`src/rtl/sa_pkg.sv`:
```
// Shared definitions for the systolic array controller: FSM states, PE mode
// encodings and the wavefront flush length.
package sa_pkg;

    typedef enum logic [2:0] {
        ST_IDLE  = 3'd0,
        ST_CLEAR = 3'd1,
        ST_FEED  = 3'd2,
        ST_FLUSH = 3'd3,
        ST_DRAIN = 3'd4,
        ST_DONE  = 3'd5
    } sa_ctrl_state_t;

    localparam logic [1:0] SA_MODE_MAC    = 2'd0;
    localparam logic [1:0] SA_MODE_MAX    = 2'd1;
    localparam logic [1:0] SA_MODE_BYPASS = 2'd2;
    localparam logic [1:0] SA_MODE_RSVD   = 2'd3;

    // Cycles needed for the last operand to travel from PE[0][0] to PE[H-1][W-1].
    function automatic int sa_flush_len(input int w, input int h);
        return w + h - 2;
    endfunction

endpackage

```
`src/rtl/sa_skew_buffer.sv`:
```
// Diagonal skew buffer: lane l is delayed by l enabled cycles; lane 0 passes
// straight through. The shift registers advance only while i_en is high.
module sa_skew_buffer #(
    parameter int LANES = 2,
    parameter int WIDTH = 8
) (
    input  logic                        i_clk,
    input  logic                        i_rst,
    input  logic                        i_en,
    input  logic [LANES-1:0][WIDTH-1:0] i_data,
    output logic [LANES-1:0][WIDTH-1:0] o_data
);

    logic [WIDTH-1:0] lane_out [LANES];

    assign lane_out[0] = i_data[0];

    for (genvar l = 1; l < LANES; l++) begin : g_lane
        logic [l-1:0][WIDTH-1:0] pipe_q, pipe_d;

        always_comb begin
            pipe_d = pipe_q;
            if (i_en) begin
                pipe_d[0] = i_data[l];
                for (int s = 1; s < l; s++) begin
                    pipe_d[s] = pipe_q[s-1];
                end
            end
        end

        always_ff @(posedge i_clk) begin
            if (i_rst) begin
                pipe_q <= '0;
            end else begin
                pipe_q <= pipe_d;
            end
        end

        assign lane_out[l] = pipe_q[l-1];
    end

    always_comb begin
        o_data = '0;
        for (int l = 0; l < LANES; l++) begin
            o_data[l] = lane_out[l];
        end
    end

endmodule

```
`src/rtl/systolic_array_ctrl.sv`:
```
// Tile sequencer for the output-stationary systolic array: CLEAR, FEED, FLUSH,
// DRAIN, DONE. Define SA_CTRL_SKEW_EN to apply the operand skew internally.
module systolic_array_ctrl
    import sa_pkg::*;
#(
    parameter int DATA_WIDTH = 8,
    parameter int S_WIDTH    = 2,
    parameter int S_HEIGHT   = 2,
    parameter int K_WIDTH    = 16
) (
    input  logic                                i_clk,
    input  logic                                i_rst,
    input  logic                                i_start,
    input  logic [K_WIDTH-1:0]                  i_k_len,
    input  logic [1:0]                          i_mode,
    input  logic                                i_in_valid,
    output logic                                o_in_ready,
    input  logic [S_HEIGHT-1:0][DATA_WIDTH-1:0] i_ifmap,
    input  logic [S_WIDTH-1:0][DATA_WIDTH-1:0]  i_weight,
    output logic [S_HEIGHT-1:0][DATA_WIDTH-1:0] o_ifmap,
    output logic [S_WIDTH-1:0][DATA_WIDTH-1:0]  o_weight,
    output logic [1:0]                          o_mode,
    output logic                                o_reg_clear,
    output logic                                o_pe_en,
    output logic                                o_psum_out_en,
    output logic                                o_ofmap_valid,
    output logic                                o_busy,
    output logic                                o_done
);

    localparam int FLUSH_LEN = sa_flush_len(S_WIDTH, S_HEIGHT);
    localparam int PHASE_W   = $clog2(S_WIDTH + S_HEIGHT);
    localparam logic [PHASE_W-1:0] FLUSH_LAST = PHASE_W'((FLUSH_LEN > 0) ? FLUSH_LEN - 1 : 0);
    localparam logic [PHASE_W-1:0] DRAIN_LAST = PHASE_W'(S_WIDTH - 1);

    sa_ctrl_state_t     state_q, state_d;
    logic [K_WIDTH-1:0] k_len_q, k_len_d;
    logic [1:0]         mode_q, mode_d;
    logic [K_WIDTH-1:0] step_q, step_d;
    logic [PHASE_W-1:0] phase_q, phase_d;
    logic               pe_en;

    always_comb begin
        // NOTE: every signal gets a default first so no path leaves it unassigned (no latch).
        state_d = state_q;
        k_len_d = k_len_q;
        mode_d  = mode_q;
        step_d  = step_q;
        phase_d = phase_q;
        unique case (state_q)
            ST_IDLE: begin
                if (i_start) begin
                    state_d = ST_CLEAR;
                    k_len_d = i_k_len;
                    mode_d  = i_mode;
                end
            end
            ST_CLEAR: state_d = (k_len_q == '0) ? ST_DONE : ST_FEED;
            ST_FEED: begin
                if (i_in_valid) begin
                    step_d = step_q + 1'b1;
                    // NOTE: compare the incremented count so the K-th handshake itself leaves FEED.
                    if (step_d == k_len_q) begin
                        state_d = (FLUSH_LEN == 0) ? ST_DRAIN : ST_FLUSH;
                    end
                end
            end
            ST_FLUSH: begin
                phase_d = phase_q + 1'b1;
                if (phase_q == FLUSH_LAST) begin
                    state_d = ST_DRAIN;
                end
            end
            ST_DRAIN: begin
                phase_d = phase_q + 1'b1;
                if (phase_q == DRAIN_LAST) begin
                    state_d = ST_DONE;
                end
            end
            ST_DONE: state_d = ST_IDLE;
            default: state_d = ST_IDLE;
        endcase
        if (state_d != state_q) begin
            step_d  = '0;
            phase_d = '0;
        end
    end

    always_ff @(posedge i_clk) begin
        if (i_rst) begin
            state_q <= ST_IDLE;
            k_len_q <= '0;
            mode_q  <= SA_MODE_MAC;
            step_q  <= '0;
            phase_q <= '0;
        end else begin
            // NOTE: non-blocking assignments so every flop samples pre-edge values.
            state_q <= state_d;
            k_len_q <= k_len_d;
            mode_q  <= mode_d;
            step_q  <= step_d;
            phase_q <= phase_d;
        end
    end

    assign pe_en         = ((state_q == ST_FEED) && i_in_valid) || (state_q == ST_FLUSH);
    assign o_pe_en       = pe_en;
    assign o_in_ready    = (state_q == ST_FEED);
    assign o_reg_clear   = (state_q == ST_CLEAR);
    assign o_psum_out_en = (state_q == ST_DRAIN);
    assign o_ofmap_valid = (state_q == ST_DRAIN);
    assign o_busy        = (state_q != ST_IDLE);
    assign o_done        = (state_q == ST_DONE);
    assign o_mode        = mode_q;

`ifdef SA_CTRL_SKEW_EN
    logic [S_HEIGHT-1:0][DATA_WIDTH-1:0] ifmap_in;
    logic [S_WIDTH-1:0][DATA_WIDTH-1:0]  weight_in;

    // Outside FEED zeros enter the chain, pushing the tail of the tile through.
    assign ifmap_in  = (state_q == ST_FEED) ? i_ifmap  : '0;
    assign weight_in = (state_q == ST_FEED) ? i_weight : '0;

    sa_skew_buffer #(.LANES(S_HEIGHT), .WIDTH(DATA_WIDTH)) u_row_skew (
        .i_clk  (i_clk),
        .i_rst  (i_rst),
        .i_en   (pe_en),
        .i_data (ifmap_in),
        .o_data (o_ifmap)
    );

    sa_skew_buffer #(.LANES(S_WIDTH), .WIDTH(DATA_WIDTH)) u_col_skew (
        .i_clk  (i_clk),
        .i_rst  (i_rst),
        .i_en   (pe_en),
        .i_data (weight_in),
        .o_data (o_weight)
    );
`else
    assign o_ifmap  = i_ifmap;
    assign o_weight = i_weight;
`endif

endmodule

```
`config.mk`:
```
export PLATFORM = sky130hd
export DESIGN_NAME = systolic_array_ctrl
export DESIGN_NICKNAME = d
export VERILOG_FILES = /design/src/rtl/sa_pkg.sv /design/src/rtl/sa_skew_buffer.sv /design/src/rtl/systolic_array_ctrl.sv
export SDC_FILE = /design/constraint.sdc
export NUM_CORES = 1
export LEC_CHECK = 0
export BUFFER_PORTS_ARGS = -buffer_cell sky130_fd_sc_hd__buf_2
export CAP_MARGIN = 20
export CORE_UTILIZATION = 45
export CTS_CLUSTER_DIAMETER = 80
export CTS_CLUSTER_SIZE = 12
export DETAILED_ROUTE_END_ITERATION = 12
export PLACE_DENSITY_LB_ADDON = 0.1
export RECOVER_POWER = 100
export REMOVE_ABC_BUFFERS = 1
export SLEW_MARGIN = 20
export SYNTH_ARGS = -nofsm -noshare
export SYNTH_HDL_FRONTEND = slang
export SYNTH_SLANG_ARGS = --single-unit
```
`constraint.sdc`:
```
create_clock -name i_clk -period 2.8 [get_ports i_clk]
set_input_delay 0.28 -clock i_clk [delete_from_list [all_inputs] [get_ports i_clk]]
set_output_delay 0.28 -clock i_clk [all_outputs]
set_load 0.05 [all_outputs]
```
==> flow_metrics.env, run 1 <==
export IMPL_status="completed"
export IMPL_critical_path_peak_fanout=19
export IMPL_synth_edf_count=0
export IMPL_cts_root_buf="clkbuf_8"
export IMPL_synth_cell_types=48
export IMPL_synth_area_per_cell_um2=7.88
export IMPL_p_int_mw=0.989
export IMPL_pwr_share_seq=0.426
export IMPL_p_comb_frac=0.309
export IMPL_port_buffers=30
export IMPL_synth_seq_cells=39
export IMPL_vias_per_cell=5.44
export IMPL_area_growth_pct=1.22
export IMPL_layout_common_cells="nand2_1 (50), dfxtp_1 (39), xnor2_1 (26), a21oi_1 (23), buf_2 (21)"
export IMPL_vias=2122
export IMPL_period_minus_slack_ns=2.54
export IMPL_finalSetupViolCount=0
export IMPL_finClkSkew_ns=0.00756
export IMPL_layout_cells_non_filler=390
export IMPL_grt_overflow_total=0
export IMPL_synth_area_leader_cell="dfxtp_1"
export IMPL_cts_sinks=39
export IMPL_crit_family="simple AND/OR/NAND/NOR gates"
export IMPL_ir_worst_vdd_v=0.000314
export IMPL_synth_area_um2=2550
export IMPL_relSlewSlack=0.342
export IMPL_p_total_mw=1.56
export IMPL_grt_pass1_vias=1936
export IMPL_post_route_period_util=0.906
export IMPL_cp_arrival_ns=2.77
export IMPL_die_area_um2=5980
export IMPL_endpoint_kind="flip-flop"
export IMPL_fin_util=0.472
export IMPL_nFillCells=588
export IMPL_start_util=0.467
export IMPL_r2r_start="step_q[0]$_SDFFE_PP0P_"
export IMPL_coreArea_um2=5470
export IMPL_ys_seq_area_frac=0.306
export IMPL_tritoncts="done"
export IMPL_cts_hold_buf=0
export IMPL_die_w_um=77.3
export IMPL_min_path_type="primary input to flip-flop"
export IMPL_tightest_slew_ns=0.986
export IMPL_dp_hpwl_mm=4.88
export IMPL_postCtsSetupRepairBufs=0
export IMPL_grt_util_met1=0.319
export IMPL_slowest_delay_ns=0.44
export IMPL_routedWlPerCell_um=16.6
export IMPL_drive_gt1_frac=0.135
export IMPL_crit_end="state_q[0]$_SDFF_PP0_"
export IMPL_antenna_found_initial=0
export IMPL_rr_worst_depth=8
export IMPL_cp_slowest_cell="dfxtp_1"
export IMPL_cp_cell_sequence="ha_1 -> nand3_1 -> or2_2 -> a2111o_1 -> a211oi_1 -> and4_1 -> clkbuf_4 -> o211a_1"
export IMPL_die_y_um=77.3
export IMPL_drc=0
export IMPL_p_sw_mw=0.568
export IMPL_critPathKind="flip-flop to flip-flop"
export IMPL_place_congestion=0.767
export IMPL_diodes=0
export IMPL_grt_total_usage=0.227
export IMPL_cts_repair_resized=0
export IMPL_gr_usage_met2=0.287
export IMPL_fin_nets=373
export IMPL_clk_path_buf_depth=2
export IMPL_synthCells=324
export IMPL_holdWs_ns=0.225
export IMPL_maxCapViolCount=0
export IMPL_clkPwrFrac=0.265
export IMPL_drt_total_wl_mm=6.49
export IMPL_p_sw_frac=0.365
export IMPL_insertion_delay_ns=0.29
export IMPL_h_tree_depth=2
export IMPL_use_met3=0.135
export IMPL_final_common_cell="nand2_1"
export IMPL_top_usage_layer="met1"
export IMPL_max_freq_mhz=394
export IMPL_async_flop_share=0
export IMPL_detail_route_antenna_nets=0
export IMPL_layout_area_seq_um2=781
export IMPL_p_per_area_nw_per_um2=602
export IMPL_drt_iter0_markers=116
export IMPL_finalHoldViolCount=0
export IMPL_slew_viol_final=0
export IMPL_grt_max_degree=20
export IMPL_grt_pass1_wl_mm=10.4
export IMPL_reg2reg_slack_ns=0.26
export IMPL_synthFlopType="dfxtp_1"
export IMPL_r2r_end="state_q[0]$_SDFF_PP0_"
export IMPL_synth_area_leaders="dfxtp_1 (31%), buf_4 (10%), xnor2_1 (8.9%)"
export IMPL_p_leak_nw=0.893
export IMPL_yosysWarnings=0
export IMPL_dr_pass1_iters=4
export IMPL_multi_input_area_um2=1380
export IMPL_crit_cells=8
export IMPL_cts_buffers=5
export IMPL_startpoint="step_q[0]$_SDFFE_PP0P_"
export IMPL_rows=27
export IMPL_tns_ns=0
export IMPL_rsz0062_at_grt="no"
export IMPL_cp_start_kind="flip-flop"
export IMPL_crit_required_ns=3.03
export IMPL_io_pins=95
export IMPL_synth_top_area_share=0.306
export IMPL_path_clk_slew_ns=0.07
export IMPL_place_inst=382
export IMPL_path_buf_inv=1
-- worst min-delay path by stage --
stage / start / to / slack [ns] / cells past startpoint
after floorplan: i_rst / k_len_q[0]$_SDFFE_PP0P_ / 0.35 / 1
final: i_k_len[15] / k_len_q[15]$_SDFFE_PP0P_ / 0.22 / 3
after global routing: i_k_len[15] / k_len_q[15]$_SDFFE_PP0P_ / 0.22 / 3
after global placement: o_mode[0]$_SDFFE_PP0P_ / o_mode[0]$_SDFFE_PP0P_ / 0.44 / 2
after detailed placement: o_mode[1]$_SDFFE_PP0P_ / o_mode[1]$_SDFFE_PP0P_ / 0.45 / 2
after CTS: i_k_len[2] / k_len_q[2]$_SDFFE_PP0P_ / 0.22 / 3
-- registers in the layout, indices dropped and copies added (netlist names) --
register,cells
step_q,16
o_mode,2
k_len_q,16
state_q,3
phase_q,2
-- area by class of cell --
type,count,share of cell area
well taps,72,0.0348
flip-flops and latches,39,0.302
multi-input cells,223,0.533
clock buffers,8,0.0387
inverters,10,0.0145
repair buffers,38,0.0770
-- cell usage after synthesis, types with 2 or more instances --
cell	n
nor4_1	16
clkbuf_1	9
or3_1	2
nor2_1	19
a22oi_1	3
buf_2	6
or2_2	2
nand3_1	4
o21ai_0	7
o221ai_1	2
a21oi_1	23
inv_1	9
dfxtp_1	39
a211oi_1	3
nand4_1	5
ha_1	2
xor2_1	8
o211a_1	2
nand2b_1	2
mux2i_1	4
buf_6	2
nand2_1	50
xnor2_1	26
and4_1	2
or3b_2	2
buf_4	34
nor3_1	17
a2111o_1	2
nand3b_1	3
-- tightest hold or removal path, delay by kind of cell --
family,cells,cell delay (ns)
buffers and inverters,1,0.09
AOI/OAI and AO/OA,1,0.05
and+or+nand+nor,1,0.04
-- stage by stage --
| step | worst slack [ns] | cell area [um2] |
|---|---|---|
| 6_report | 0.262 | 2580 |
| 5_1_grt | 0.0626 | 2580 |
| 4_1_cts | 0.290 | 2610 |
| 3_5_place_dp | 0.320 | 2510 |
| 3_3_place_gp | 0.374 | 2510 |
| 2_1_floorplan | -0.506 | 2210 |
-- cell families after synthesis --
group,synth area share
simple gates,0.280
fa+ha+maj,0.0142
xor+xnor,0.117
flops,0.306
mux,0.0157
compound gates,0.118
buf+inv,0.150
-- metal layers --
metal | part of all wire | wire (um) | up-vias
met4 | 0.0072 | 47 | 0
met5 | 0 | 0 | -
met3 | 0.11 | 729 | 4
met2 | 0.38 | 2450 | 72
li1 | - | - | 1079
met1 | 0.50 | 3260 | 967
-- power by group through the flow --
stage               logic [mW]  clock network [mW]  registers [mW]
finish                   0.481               0.413           0.664
floorplan                0.329                   0           0.681
global route             0.535               0.450           0.673
detailed placement       0.492                   0           0.676
CTS                      0.493               0.428           0.663
global placement         0.490                   0           0.677
Note: power is estimated with default switching activity, not from simulation.
==> inputs of run 2 (changes only) <==
--- a/config.mk
+++ b/config.mk
@@ -13,7 +13,6 @@
 export DETAILED_ROUTE_END_ITERATION = 12
 export PLACE_DENSITY_LB_ADDON = 0.1
 export RECOVER_POWER = 100
-export REMOVE_ABC_BUFFERS = 1
 export SLEW_MARGIN = 20
 export SYNTH_ARGS = -nofsm -noshare
 export SYNTH_HDL_FRONTEND = slang
==> flow_metrics.env, run 2 (synthesis results as in run 1) <==
export IMPL_status="completed"
export IMPL_antenna_found_initial=0
export IMPL_coreArea_um2=5470
export IMPL_worstHoldPathCells=3
export IMPL_cts_sinks=39
export IMPL_max_freq_mhz=410
export IMPL_cp_start_kind="flip-flop"
export IMPL_drt_total_wl_mm=5.51
export IMPL_start_util=0.467
export IMPL_largestRegisters="k_len_q x16, step_q x16, state_q x3"
export IMPL_path_clk_slew_ns=0.08
export IMPL_reg2reg_slack_ns=0.36
export IMPL_h_tree_depth=2
export IMPL_maxCapViolCount=0
export IMPL_finalWorstSetupSlack_ns=0.358
export IMPL_rows=27
export IMPL_postCtsSetupRepairBufs=0
export IMPL_use_met3=0.0353
export IMPL_insertion_delay_ns=0.29
export IMPL_drc=0
export IMPL_final_common_cell="nand2_1"
export IMPL_vias_per_cell=5.35
export IMPL_finalHoldViolCount=0
export IMPL_dp_slack_ns=0.367
export IMPL_place_congestion=0.838
export IMPL_clk_path_buf_depth=2
export IMPL_die_area_um2=5980
export IMPL_holdWs_ns=0.216
export IMPL_dp_hpwl_mm=4.03
export IMPL_area_growth_pct=0.980
export IMPL_layout_area_seq_um2=781
export IMPL_tightest_slew_ns=0.982
export IMPL_critPathKind="flip-flop to flip-flop"
export IMPL_routedWlPerCell_um=14.2
export IMPL_finClkSkew_ns=0.00476
export IMPL_rsz0062_at_grt="no"
export IMPL_detail_route_antenna_nets=0
export IMPL_min_path_type="primary input to flip-flop"
export IMPL_ir_worst_vdd_v=0.000402
export IMPL_p_per_area_nw_per_um2=604
export IMPL_period_minus_slack_ns=2.44
export IMPL_top_usage_layer="met2"
export IMPL_gr_usage_met2=0.281
export IMPL_finalSetupViolCount=0
export IMPL_post_route_period_util=0.872
export IMPL_critical_path_peak_fanout=19
export IMPL_crit_required_ns=3.04
export IMPL_grt_pass1_vias=1866
export IMPL_cts_hold_buf=0
export IMPL_r2r_end="state_q[0]$_SDFF_PP0_"
export IMPL_die_y_um=77.3
export IMPL_grt_util_met1=0.271
export IMPL_endpoint_kind="flip-flop"
export IMPL_relSlewSlack=0.345
export IMPL_cts_buffers=5
export IMPL_vias=2081
export IMPL_grt_overflow_total=0
export IMPL_r2r_start="step_q[0]$_SDFFE_PP0P_"
export IMPL_fin_nets=372
export IMPL_drt_iter0_markers=156
export IMPL_grt_total_usage=0.190
export IMPL_layout_common_cells="nand2_1 (50), dfxtp_1 (39), xnor2_1 (26), a21oi_1 (23), buf_2 (21)"
export IMPL_multi_input_area_um2=1380
export IMPL_rr_worst_depth=8
export IMPL_worstHoldStart="i_k_len[3]"
export IMPL_nFillCells=608
export IMPL_dr_pass1_iters=4
export IMPL_tns_ns=0
export IMPL_grt_pass1_wl_mm=9.16
export IMPL_die_w_um=77.3
export IMPL_min_to="k_len_q[3]$_SDFFE_PP0P_"
export IMPL_cts_root_buf="clkbuf_8"
export IMPL_syn_nets=380
export IMPL_slew_viol_final=0
export IMPL_cts_repair_resized=0
export IMPL_diodes=0
export IMPL_tritoncts="done"
export IMPL_io_pins=95
export IMPL_drive_gt1_frac=0.132
export IMPL_p_leak_nw=0.885
export IMPL_port_buffers=30
export IMPL_cp_arrival_ns=2.68
export IMPL_grt_max_degree=32
==> run 2: changes by cell type in the layout (fill, tap and decap cells not counted) <==
cell      before  now
nor3b_1        2    1
clkbuf_1      10   11
buf_4          7    6
nor3b_2        0    1
clkbuf_4       1    0
==> run 2: area by class of cell <==
cell class | instances | area share
timing repair buffer | 37 | 0.0728
inverter | 10 | 0.0146
multi-input combinational | 223 | 0.536
sequential | 39 | 0.303
clock buffer | 8 | 0.0388
tap | 72 | 0.0349
==> run 2: how the worst max path moves through the flow <==
stage	start	endpoint	slack (ns)
2_1_floorplan	state_q[2]$_SDFF_PP0_	o_psum_out_en	0.28
3_3_place_gp	step_q[0]$_SDFFE_PP0P_	state_q[0]$_SDFF_PP0_	0.42
3_5_place_dp	step_q[0]$_SDFFE_PP0P_	state_q[0]$_SDFF_PP0_	0.37
4_1_cts	step_q[0]$_SDFFE_PP0P_	state_q[0]$_SDFF_PP0_	0.34
5_1_grt	step_q[0]$_SDFFE_PP0P_	state_q[0]$_SDFF_PP0_	0.21
6_report	step_q[0]$_SDFFE_PP0P_	state_q[0]$_SDFF_PP0_	0.36
==> run 2: metal layers <==
layer | wire (um) | up-vias
met5 | 0 | -
met4 | 119 | 0
met3 | 283 | 23
met2 | 2330 | 44
met1 | 2780 | 943
li1 | - | 1071
==> run 2: where the power goes <==
part	total, mW	internal [mW]	switching (mW)	leakage (nW)
combinational	0.474	0.157	0.317	0.516
clock	0.420	0.225	0.196	0.0515
sequential	0.664	0.603	0.0609	0.317
==> run 2: critical path, cell delays in order, from the launching register on <==
cell and delay (ns):
dfxtp_1 0.45, ha_1 0.29, nand3_1 0.15, or2_2 0.33, a2111o_1 0.38, a211oi_1 0.15, and4_1 0.20, buf_4 0.25
o211a_1 0.19
==> run 2: per-stage QoR <==
step / instance area, um2 / util / cells / power, mW
3_3_place_gp: 2500 / 0.457 / 381 / 1.16
4_1_cts: 2600 / 0.475 / 389 / 1.58
3_5_place_dp: 2500 / 0.457 / 381 / 1.17
5_1_grt: 2580 / 0.471 / 389 / 1.65
2_1_floorplan: 2550 / - / 324 / 1.15
6_report: 2580 / 0.471 / 389 / 1.56
